--- src/rtl/fpu_div_pkg.sv ---
// rtl/fpu_div_pkg.sv - shared FPU constants, FSM encodings and operand class type
package fpu_div_pkg;

    localparam int          BIAS      = 127;
    localparam logic [7:0]  EXP_MAX   = 8'hFF;
    localparam logic [22:0] QNAN_MANT = 23'd1;
    localparam int          DIV_ITERS = 26;

    localparam logic [1:0] ST_IDLE  = 2'd0;
    localparam logic [1:0] ST_CLASS = 2'd1;
    localparam logic [1:0] ST_DIV   = 2'd2;
    localparam logic [1:0] ST_PACK  = 2'd3;

    typedef struct packed {
        logic is_zero;
        logic is_inf;
        logic is_nan;
    } fp_class_t;

    function automatic logic [31:0] fp_pack(input logic sign, input logic [7:0] exp,
                                            input logic [22:0] mant);
        return {sign, exp, mant};
    endfunction

endpackage

--- src/rtl/fp_special_decode.sv ---
// rtl/fp_special_decode.sv - classifies two single-precision operands as zero/inf/nan
module fp_special_decode
    import fpu_div_pkg::*;
(
    input  logic [31:0] a,
    input  logic [31:0] b,
    output fp_class_t   cls_a,
    output fp_class_t   cls_b
);

    // Exponent 0 is treated as zero regardless of mantissa: denormals flush.
    always_comb begin
        cls_a.is_zero = (a[30:23] == 8'd0);
        cls_a.is_inf  = (a[30:23] == EXP_MAX) && (a[22:0] == 23'd0);
        cls_a.is_nan  = (a[30:23] == EXP_MAX) && (a[22:0] != 23'd0);
        cls_b.is_zero = (b[30:23] == 8'd0);
        cls_b.is_inf  = (b[30:23] == EXP_MAX) && (b[22:0] == 23'd0);
        cls_b.is_nan  = (b[30:23] == EXP_MAX) && (b[22:0] != 23'd0);
    end

endmodule

--- src/rtl/fpu_div.sv ---
// rtl/fpu_div.sv - sequential IEEE-754 single divider, radix-2 restoring, start/busy/done
module fpu_div
    import fpu_div_pkg::*;
(
    input  logic        clk,
    input  logic        reset,
    input  logic        start,
    input  logic [31:0] A,
    input  logic [31:0] B,
    output logic [31:0] Res,
    output logic        busy,
    output logic        done
);

    logic [1:0]  state;
    logic [31:0] a_q, b_q;
    logic [24:0] rem;
    logic [25:0] quo;
    logic [4:0]  cnt;

    fp_class_t   cls_a, cls_b;
    logic        sign;
    logic        special;
    logic [31:0] special_res;
    logic [23:0] ma, mb;
    logic        rem_ge;
    logic [24:0] rem_keep;
    logic signed [9:0] e_base, e_fin;
    logic [23:0] m_rnd;
    logic [22:0] m_fin;
    logic [31:0] pack_res;

    fp_special_decode u_decode (
        .a     (a_q),
        .b     (b_q),
        .cls_a (cls_a),
        .cls_b (cls_b)
    );

    assign sign = a_q[31] ^ b_q[31];
    assign ma   = {1'b1, a_q[22:0]};
    assign mb   = {1'b1, b_q[22:0]};
    assign busy = (state != ST_IDLE);

    always_comb begin
        special     = 1'b1;
        special_res = fp_pack(sign, EXP_MAX, QNAN_MANT);
        if (cls_a.is_nan || cls_b.is_nan)
            special_res = fp_pack(sign, EXP_MAX, QNAN_MANT);
        else if (cls_a.is_zero && cls_b.is_zero)
            special_res = fp_pack(sign, EXP_MAX, QNAN_MANT);
        else if (cls_a.is_inf && cls_b.is_inf)
            special_res = fp_pack(sign, EXP_MAX, QNAN_MANT);
        else if (cls_b.is_zero || cls_a.is_inf)
            special_res = fp_pack(sign, EXP_MAX, 23'd0);
        else if (cls_a.is_zero || cls_b.is_inf)
            special_res = fp_pack(sign, 8'd0, 23'd0);
        else
            special = 1'b0;
    end

    assign rem_ge   = (rem >= {1'b0, mb});
    assign rem_keep = rem_ge ? (rem - {1'b0, mb}) : rem;

    // Q[25] set means the quotient is in [1,2); otherwise in [0.5,1) and one bit lower.
    always_comb begin
        e_base = $signed({2'b00, a_q[30:23]}) - $signed({2'b00, b_q[30:23]})
               + $signed(10'(BIAS));
        if (quo[25]) begin
            m_rnd = {1'b0, quo[24:2]} + {23'd0, quo[1]};
        end else begin
            m_rnd  = {1'b0, quo[23:1]} + {23'd0, quo[0]};
            e_base = e_base - 10'sd1;
        end
        if (m_rnd[23]) begin
            m_fin = 23'd0;
            e_fin = e_base + 10'sd1;
        end else begin
            m_fin = m_rnd[22:0];
            e_fin = e_base;
        end
        if (e_fin >= 10'sd255)
            pack_res = fp_pack(sign, EXP_MAX, 23'd0);
        else if (e_fin <= 10'sd0)
            pack_res = fp_pack(sign, 8'd0, 23'd0);
        else
            pack_res = fp_pack(sign, e_fin[7:0], m_fin);
    end

    always_ff @(posedge clk or negedge reset) begin
        if (!reset) begin
            state <= ST_IDLE;
            a_q   <= 32'd0;
            b_q   <= 32'd0;
            rem   <= 25'd0;
            quo   <= 26'd0;
            cnt   <= 5'd0;
            Res   <= 32'd0;
            done  <= 1'b0;
        end else begin
            done <= 1'b0;
            case (state)
                ST_IDLE: begin
                    if (start) begin
                        a_q   <= A;
                        b_q   <= B;
                        state <= ST_CLASS;
                    end
                end
                ST_CLASS: begin
                    if (special) begin
                        Res   <= special_res;
                        done  <= 1'b1;
                        state <= ST_IDLE;
                    end else begin
                        rem   <= {1'b0, ma};
                        quo   <= 26'd0;
                        cnt   <= 5'd0;
                        state <= ST_DIV;
                    end
                end
                ST_DIV: begin
                    quo <= {quo[24:0], rem_ge};
                    rem <= {rem_keep[23:0], 1'b0};
                    cnt <= cnt + 5'd1;
                    if (cnt == 5'(DIV_ITERS - 1))
                        state <= ST_PACK;
                end
                default: begin
                    Res   <= pack_res;
                    done  <= 1'b1;
                    state <= ST_IDLE;
                end
            endcase
        end
    end

endmodule

--- config.mk ---
export PLATFORM = sky130hd
export DESIGN_NAME = fpu_div
export DESIGN_NICKNAME = d
export VERILOG_FILES = /design/src/rtl/fpu_div_pkg.sv /design/src/rtl/fp_special_decode.sv /design/src/rtl/fpu_div.sv
export SDC_FILE = /design/constraint.sdc
export NUM_CORES = 1
export LEC_CHECK = 0
export ABC_CLOCK_PERIOD_IN_PS = 4750
export CAP_MARGIN = 20
export CORE_MARGIN = 4
export CORE_UTILIZATION = 50
export CTS_BUF_LIST = sky130_fd_sc_hd__clkbuf_4 sky130_fd_sc_hd__clkbuf_8 sky130_fd_sc_hd__clkbuf_16
export CTS_CLUSTER_SIZE = 25
export DETAILED_ROUTE_END_ITERATION = 8
export PLACE_DENSITY = 0.74
export SETUP_SLACK_MARGIN = 0.05
export SYNTH_ARGS = -nofsm -noshare
export SYNTH_HDL_FRONTEND = slang
export SYNTH_SLANG_ARGS = --single-unit
--- constraint.sdc ---
create_clock -name clk -period 4.75 [get_ports clk]
set_input_delay 1.1875 -clock clk [delete_from_list [all_inputs] [get_ports clk]]
set_output_delay 1.1875 -clock clk [all_outputs]
set_load 0.01 [all_outputs]
Yosys cells after proc, flatten, opt, wreduce, memory -nomap -nowiden
Index checks and enable logic that the tools add are counted.
{ "word_totals": {"output_inout_bits": 34, "ff_bits": 155, "word_cells": 84, "inputBits": 67} }
{ "op_classes": {"n_mux": 31, "n_reduce_logical": 23, "n_bitwise": 2, "n_lt_le_gt_ge": 3, "n_eq_ne": 9, "addsub": 8} }
{ "op_table": {"columns": ["op", "n"], "rows": [
  ["$mux 31", 7],
  ["$pmux 32 s2", 1],
  ["$pmux 26 s2", 1],
  ["$pmux 25 s2", 1],
  ["$add 23x1->24", 2],
  ["$mux 24", 2],
  ["$logic_not 23->1", 2],
  ["$reduce_bool 23->1", 2],
  ["$mux 32", 1],
  ["$mux 26", 1],
  ["$ge 25x24->1", 1],
  ["$mux 25", 1],
  ["$sub 24x24->24", 1],
  ["$mux 23", 1],
  ["$mux 10", 2],
  ["$eq 8x8->1 const B", 2],
  ["$logic_not 8->1", 2],
  ["$add 10x2->10 const B", 1],
  ["$add 9x8->10 const B", 1],
  ["$ge 10x9->1 const B", 1],
  ["$le 10x1->1 const B", 1],
  ["$pmux 5 s2", 1],
  ["$sub 10x2->10 const B", 1],
  ["$sub 8x8->9", 1],
  ["18 further kinds", 39]
]} }

Depth between registers and ports, before layout
{ "depth": {"word_depth": 10, "depth_mapped": 17, "depth_no_buf": 16} }

Cells and area by module
A second synthesis with hierarchy kept.
{ "unflattened": {"hier_cells": 1120, "hier_area_um2": 9983.3} }
{ "modules_own_cells": {"columns": ["module", "cells_per_inst", "n_inst", "seq_area_each_um2", "area_per_inst_um2"], "rows": [
  ["fpu_div", 1088, 1, 3878.7, 9785.6],
  ["fp_special_decode", 32, 1, 0.0, 197.7]
]} }

Worst setup path after synthesis
No wires, ideal clock.
{ "synth_timing": {"path_type": "flip-flop to flip-flop", "startpoint": "register a_q[23]", "endpoint": "register Res[10]", "synth_period_minus_slack_ns": 3.648, "slack_ns": 1.102, "t_required_ns": 4.625, "stages_incl_launch_ff": 17, "setup_time_ns": 0.125, "path_buffers": 1, "t_arrival_ns": 3.523, "cell_sequence": "dfrtp_1 -> inv_1 -> ha_1 -> inv_1 -> fa_1 -> inv_1 -> ha_1 -> xor2_1 -> a31oi_2 -> o311ai_1 -> a21boi_2 -> nor2_1 -> and4b_1 -> xor2_2 -> nor4_4 -> buf_4 -> o31ai_2"} }
{ "synth_via": {"elab_chain_cells": 10, "elab_cells_between_ends": 32, "cone_classes": "4 x add/sub; 2 x order compare; 2 x eq/ne; 15 x mux; 9 x reduce/logical"} }
{ "synth_rtl": {"columns": ["element", "line_no", "source"], "rows": [
  ["start, declared", "fpu_div.sv:16", "logic [31:0] a_q, b_q;"],
  ["start signal, assigned", "fpu_div.sv:93", "a_q <= 32'd0;"],
  ["start signal, assigned", "fpu_div.sv:105", "a_q <= A;"],
  ["$sub 8x8->9", "fpu_div.sv:67", "e_base = $signed({2'b00, a_q[30:23]}) - $signed({2'b00, b_q[30:23]})"],
  ["$add 9x8->10", "fpu_div.sv:68", "+ $signed(10'(BIAS));"],
  ["$sub 10x2->10", "fpu_div.sv:73", "e_base = e_base - 10'sd1;"],
  ["$mux 10", "fpu_div.sv:69", "if (quo[25]) begin"],
  ["$add 10x2->10", "fpu_div.sv:77", "e_fin = e_base + 10'sd1;"],
  ["$mux 10", "fpu_div.sv:75", "if (m_rnd[23]) begin"],
  ["$le 10x1->1", "fpu_div.sv:84", "else if (e_fin <= 10'sd0)"],
  ["$mux 31", "fpu_div.sv:84", null],
  ["$mux 31", "fpu_div.sv:82", "if (e_fin >= 10'sd255)"],
  ["$pmux 32 s2", "fpu_div.sv:102", "case (state)"],
  ["end signal, assigned", "fpu_div.sv:112", "Res <= special_res;"],
  ["end signal, assigned", "fpu_div.sv:130", "Res <= pack_res;"],
  ["end, declared", "fpu_div.sv:10", "output logic [31:0] Res,"]
]} }
Several ways; a longest one is shown, not always the timed one. The select of a mux whose other input is x is not followed.
A chain may end at the register's enable or synchronous reset.

Worst setup path after layout
Ends and elaborated chain as after synthesis.

==> flow_metrics.env <==
export IMPL_rsz0062_at_grt="false"
export IMPL_fillers=1710
export IMPL_tightest_slew_ps=987
export IMPL_area_growth_pct=17.2
export IMPL_drive_gt1_frac=0.125
export IMPL_cap_viol_max_count=0
export IMPL_syn_avg_cell_area_um2=9.29
export IMPL_critPathLaunch="a_q[23]$_DFFE_PN0P_"
export IMPL_fin_crit_sh=0.874
export IMPL_clock_path_buffers=2
export IMPL_ant_nets=0
export IMPL_synth_ff_type="dfrtp_1"
export IMPL_finalSetupViolations=0
export IMPL_h_tree_depth=4
export IMPL_ys_warn_count=0
export IMPL_vias=8371
export IMPL_synth_fp_nets=1190
export IMPL_period_minus_slack_ps=4150
export IMPL_cp_required_ps=5080
export IMPL_rows=51
export IMPL_crit_fanout=12
export IMPL_die_y_um=150
export IMPL_regArea_mm2=0.00388
export IMPL_crit_slowest_cell="fa_1"
export IMPL_hp_class="reg2reg"
export IMPL_max_stage_delay_ps=490
export IMPL_fin_skew_ps=8.84
export IMPL_grt_overflow=0
export IMPL_cts_hold_buf=0
export IMPL_worst_path_buf_inv=5
export IMPL_track_usage=0.231
export IMPL_power_leakage_nw=4.81
export IMPL_crit_type="reg2reg"
export IMPL_drtIter0Drc=669
export IMPL_crit_cells=17
export IMPL_grt_pass1_wl_um=41800
export IMPL_reg2reg_from="a_q[23]$_DFFE_PN0P_"
export IMPL_gp_congestion=0.920
export IMPL_postSynthRegisterBits=155
export IMPL_status="finished clean"
export IMPL_vias_per_cell=5.85
export IMPL_synthArstFlopShare=1.00
export IMPL_dieArea_mm2=0.0224
export IMPL_setup_worst_path_start_class="flop"
export IMPL_cp_arrival_ps=4480
export IMPL_cts_buffers=17
export IMPL_max_clock_freq_mhz=241
export IMPL_crit_end="Res[10]$_DFFE_PN0P_"
export IMPL_portBuffers=100
export IMPL_power_density_mw_per_mm2=864
export IMPL_postCtsSetupBuffers=0
export IMPL_diodes=0
export IMPL_reg2reg_to="Res[10]$_DFFE_PN0P_"
export IMPL_first_global_vias=8134
export IMPL_path_delay_family="simple AND/OR/NAND/NOR gates"
export IMPL_root_buffer="clkbuf_16"
export IMPL_ys_seq_area_frac=0.386
export IMPL_start_util=0.513
export IMPL_regToRegSetupSlack_ps=600
export IMPL_die_w_um=150
export IMPL_cts_tree="done"
export IMPL_antenna_found_initial=0
export IMPL_worstSkewPairLatency_ps=430
export IMPL_design_core_area_mm2=0.0196
export IMPL_ff2ff_path_depth=17
export IMPL_routed_wirelength_um=25300
export IMPL_postCtsResizedCells=0
export IMPL_clk_pin_slew_ps=60
export IMPL_synth_edff_count=0
export IMPL_drtPass1Iterations=5
export IMPL_grt_max_degree=97
export IMPL_synthCells=1081
export IMPL_peakVddDrop_mv=0.614
export IMPL_end_kind="flop"
export IMPL_path_cells="inv_1, ha_1, inv_1, fa_1, inv_1, ha_1, xor2_1, a31oi_2, xnor2_2, nand4_1, nor3_1, nor3_1, nor3_1, nor4_4, buf_4, buf_4, o31ai_2"
export IMPL_drc_errors=0
export IMPL_final_design_area_no_fill_mm2=0.0118
export IMPL_dpl_cell_area_mm2=0.0112
export IMPL_cts_sinks=155
export IMPL_multiInputGateArea_mm2=0.00569
export IMPL_layout_nets=1262
export IMPL_drv_slew=0
export IMPL_max_slew_margin=0.342
export IMPL_wl_per_cell_um=17.7
export IMPL_fin_util=0.601
export IMPL_fin_setup_tns_ps=0
export IMPL_dp_hpwl_um=18400
export IMPL_ios=101
export IMPL_synthesis_area_mm2=0.0100
export IMPL_synthDistinctLibCells=82
export IMPL_hold_viol_final=0
worst register-to-register path: stages, from the launching register on:
cell and delay (ps):
dfrtp_1 390, inv_1 80, ha_1 180, inv_1 60, fa_1 490, inv_1 70
ha_1 250, xor2_1 190, a31oi_2 340, xnor2_2 220, nand4_1 180, nor3_1 360
nor3_1 90, nor3_1 390, nor4_4 80, buf_4 220, buf_4 230, o31ai_2 260
synthesized netlist by cell type, drive strengths merged, types with 18 or more instances:
cell type    n  area, um2
mux2i       22        220
xnor2       36        349
nor2        68        255
ha          40        500
o22ai       22        151
clkbuf      38        143
nand2      134        503
nand3       24        120
nand4       19        119
o31ai       26        295
o21ai       92        460
buf         19        130
inv         54        203
a22o        18        158
mux2        52        589
dfrtp      155       3880
xor2        21        221
a21oi       62        318
metrics by stage:
step / setup WS [ps] / hold slack [ps] / power (mW) / std cells
floorplan: 1100 / 468 / 7.30 / 1081
global placement: 748 / 468 / 8.57 / 1399
detailed placement: 614 / 476 / 8.71 / 1399
CTS: 584 / 490 / 10.2 / 1431
global route: 271 / 514 / 11.0 / 1431
finish: 598 / 482 / 10.2 / 1431
metal layers:
layer	track usage	part of all wire
met1	0.324	0.46
met2	0.376	0.48
met3	0.0315	0.048
met4	0.0714	0.019
met5	0	0
how the worst min path moves through the flow:
| stage | startpoint | end | slack (ps) | cells after the start |
|---|---|---|---|---|
| detailed placement | Res[2]$_DFFE_PN0P_ | Res[2]$_DFFE_PN0P_ | 480 | 2 |
| global placement | Res[4]$_DFFE_PN0P_ | Res[4]$_DFFE_PN0P_ | 470 | 2 |
| floorplan | rem[24]$_DFFE_PN0P_ | rem[24]$_DFFE_PN0P_ | 470 | 1 |
| global route | Res[19]$_DFFE_PN0P_ | Res[19]$_DFFE_PN0P_ | 510 | 2 |
| CTS | Res[2]$_DFFE_PN0P_ | Res[2]$_DFFE_PN0P_ | 490 | 2 |
| finish | Res[2]$_DFFE_PN0P_ | Res[2]$_DFFE_PN0P_ | 480 | 2 |
flip-flops by register name, summed over array words and instances, names as in the netlist:
name / count
state: 2
rem: 25
a_q: 32
Res: 32
done: 1
cnt: 5
b_q: 32
quo: 26
cells by family after synthesis:
family	Yosys count	synth area share
DFF	155	0.386
xor gates and xnor gates	57	0.0568
and+or+nand+nor	333	0.162
AOI/OAI and AO/OA	308	0.212
adders and majority gates	42	0.0538
muxes	74	0.0806
buffers and inverters	112	0.0477
cells in the final DEF, fill, tap and decap left out, types with 20 or more instances in the layout:
master	instances
a21oi_1	60
o22ai_1	21
dfrtp_1	155
clkdlybuf4s50_1	99
o31ai_2	20
nand2_1	134
nor2_1	66
nand3_1	24
inv_1	54
ha_1	40
xnor2_1	33
mux2i_1	22
mux2_2	51
o21ai_0	92
power breakdown:
group	internal [mW]	switching [mW]
Clock	0.743	0.623
Combinational	2.76	3.63
Sequential	1.85	0.554
Total	5.35	4.81
layout make-up:
cell class,count,area share
Clock buffer,17,0.0362
Multi-Input combinational cell,814,0.484
Tap cell,265,0.0282
Clock inverter,15,0.0132
Timing Repair Buffer,110,0.0915
Inverter,55,0.0175
Sequential cell,155,0.330
(Power assumes the default switching activity.)
==> patch: new RTL, same settings <==
Register the input `B` before use, with the module's reset. The logic sees it one clock later. The other inputs are not delayed to match.
--- a/src/rtl/fpu_div.sv
+++ b/src/rtl/fpu_div.sv
@@ -13,2 +13,12 @@
 );
+
+    logic [31:0] B_q;
+
+    always_ff @(posedge clk or negedge reset) begin
+        if (!reset) begin
+            B_q <= '0;
+        end else begin
+            B_q <= B;
+        end
+    end
 
@@ -105,3 +115,3 @@
                         a_q   <= A;
-                        b_q   <= B;
+                        b_q   <= B_q;
                         state <= ST_CLASS;
Function: changed (Yosys sat finds a counterexample within 4 cycles, from zero or initial values and one cycle with reset low).
==> patch against the original RTL <==
- setup slack worse by 0.24 ns
- critical endpoint is now Res[14]
- worst hold slack worse by 0.031 ns
- area after synthesis is 6.5% higher
- sequential cell count is 32 higher
- critical path depth stayed put
- design area is 6.4% higher
- routed wire length is 2.4% higher
Power is not shown: default switching activity piles up to over one toggle a cycle in this logic, so the estimate is an artifact.
==> patch: results (changes against the original RTL) <==
| Metric | Value |
|---|---|
| Register area share after synthesis | 43.7% (was 38.6%) |
| Average cell area after synthesis | 9.33 sq um (was 9.29 sq um) |
| Worst-skew pair later-pin latency | 0.44 ns |
| Synth Flop Type | dfrtp_1 (unchanged) |
| Initial antenna violation count | 0 (unchanged) |
| Arrival @ worst endpoint | 4.72 ns (was 4.48 ns) |
| WL/cell | 17.3 um (was 17.7 um) |
| Number of I/O port buffers | 100 (unchanged) |
| Reg-to-reg setup timing slack | 0.36 ns (was 0.60 ns) |
| Synth warn | 0 (unchanged) |
| Diodes inserted | 0 (unchanged) |
| Setup slack at placement | 0.00310 ns (was 0.614 ns) |
| H-tree level count | 4 (unchanged) |
| Worst min path class | register to register (unchanged) |
| Largest net degree at the start of global routing | 96 (was 97) |
| Async SR Flop Fraction | 100% (unchanged) |
| Worst path slowest cell | or4b_1 (was fa_1) |
| Syn_nets | 1255 (was 1190) |
| Final count of pins violating max slew | 0 (unchanged) |
| Share of post-route cells with drive strength above 1 | 8.79% (was 12.5%) |
| Cell family with most CP delay | simple AND/OR/NAND/NOR gates (unchanged) |
| Overall Global Routing Usage | 22.3% (was 23.1%) |
| Gp weighted congestion | 0.915 (was 0.920) |
| Placed Cells | 1469 (was 1399) |
| Area contributors post-synth | dfrtp_1, o21ai_0, ha_1, nand2_1, mux2_2 (was dfrtp_1, mux2_2, nand2_1, ha_1, o21ai_0) |
| Cell variety after synth | 73 (was 82) |
| First-pass GRT wire length | 43.7 mm (was 41.8 mm) |
| Root Driver | clkbuf_16 (unchanged) |
| Synth top cells by count | dfrtp_1, nand2_1, o21ai_0 (unchanged) |
| Worst-case clock buffer depth | 2 (unchanged) |
| Crit path largest cell delay | 0.56 ns (was 0.49 ns) |
| Cts bufs inserted | 17 (unchanged) |
| HPWL after detailed placement | 18.9 mm (was 18.4 mm) |
| Vias per inst | 5.84 (was 5.85) |
| DR iter-0 viols | 562 (was 669) |
| Slew at the pin with the worst max-slew slack | 0.970 ns (was 0.987 ns) |
| Worst Path Max Fanout | 23 (was 12) |
| Final worst hold slack | 0.452 ns (was 0.482 ns) |
| Number of search-and-repair iterations in the first detailed-routing pass | 7 (was 5) |
| Number of global-route vias before repair | 8682 (was 8134) |
| Worst-path clk slew | 0.07 ns |
| Post-route clock skew | 0.00874 ns (was 0.00884 ns) |
| Number of vias in the routed layout | 8772 (was 8371) |
| Run status | finished, final reports clean (unchanged) |
-- patch: worst reg2reg max path, cell delays in order (launching register included) --
cell	delay, ns
dfrtp_1	0.39
inv_1	0.08
ha_1	0.21
inv_1	0.07
fa_1	0.48
inv_1	0.11
ha_2	0.29
clkinvlp_4	0.24
nor4_1	0.33
o2111a_1	0.22
mux2i_1	0.09
nand3b_1	0.25
xnor2_2	0.24
or4b_1	0.56
a21oi_2	0.20
nor3_2	0.05
buf_4	0.22
a32o_1	0.28
-- patch: final timing paths --
kind                            endpoint  cells past startpoint  startpoint
worst max register to register   Res[14]                     17     a_q[23]
worst min-delay path              b_q[3]                      2      B_q[3]
max in group asynchronous        B_q[13]                      2       reset
min in group asynchronous        Res[20]                      1       reset
worst min register to register    b_q[3]                      2      B_q[3]
worst max-delay path             Res[14]                     17     a_q[23]
-- patch: per-layer routing --
metal  GRT usage (%)  up-vias  part of all wire [%]
met1            29.2     4209                    44
met5               0        -                     0
met4            8.28        0                   3.1
met2            37.9      241                    49
li1                -     4261                     -
met3            2.99       61                   4.3
-- patch: cells by family after synthesis --
family,after synthesis,synth area share (%)
and+or+nand+nor,334,15.2
adders and majority gates,42,5.05
muxes,48,4.92
AOI/OAI and AO/OA,334,20.2
DFF,187,43.7
buffers and inverters,129,4.77
xor gates and xnor gates,72,6.16
-- patch: what timing repair did --
| item | 4_1_cts | 5_1_grt |
|---|---|---|
| hold buffers | 0 | 0 |
| buffers inserted | 0 | 2 |
| endpoints found under the setup margin | 23 | 29 |
| gates resized for setup | 1 | 8 |
| pin swaps | 0 | 1 |
-- patch: cell type report --
type	count	area, sq um
clock inverter	14	161
multi-input combinational	830	5550
clock buffer	18	439
timing repair buffer	112	1090
inverter	67	255
sequential	187	4680
tap	275	344
fill	1748	8500
-- patch: metrics by stage --
stage | utilization, % | area, sq um
final | 59.6 | 12500
after global routing | 59.6 | 12500
after CTS | 59.3 | 12500
after detailed placement | 56.4 | 11900
after global placement | 56.4 | 11900
after floorplan | - | 10700
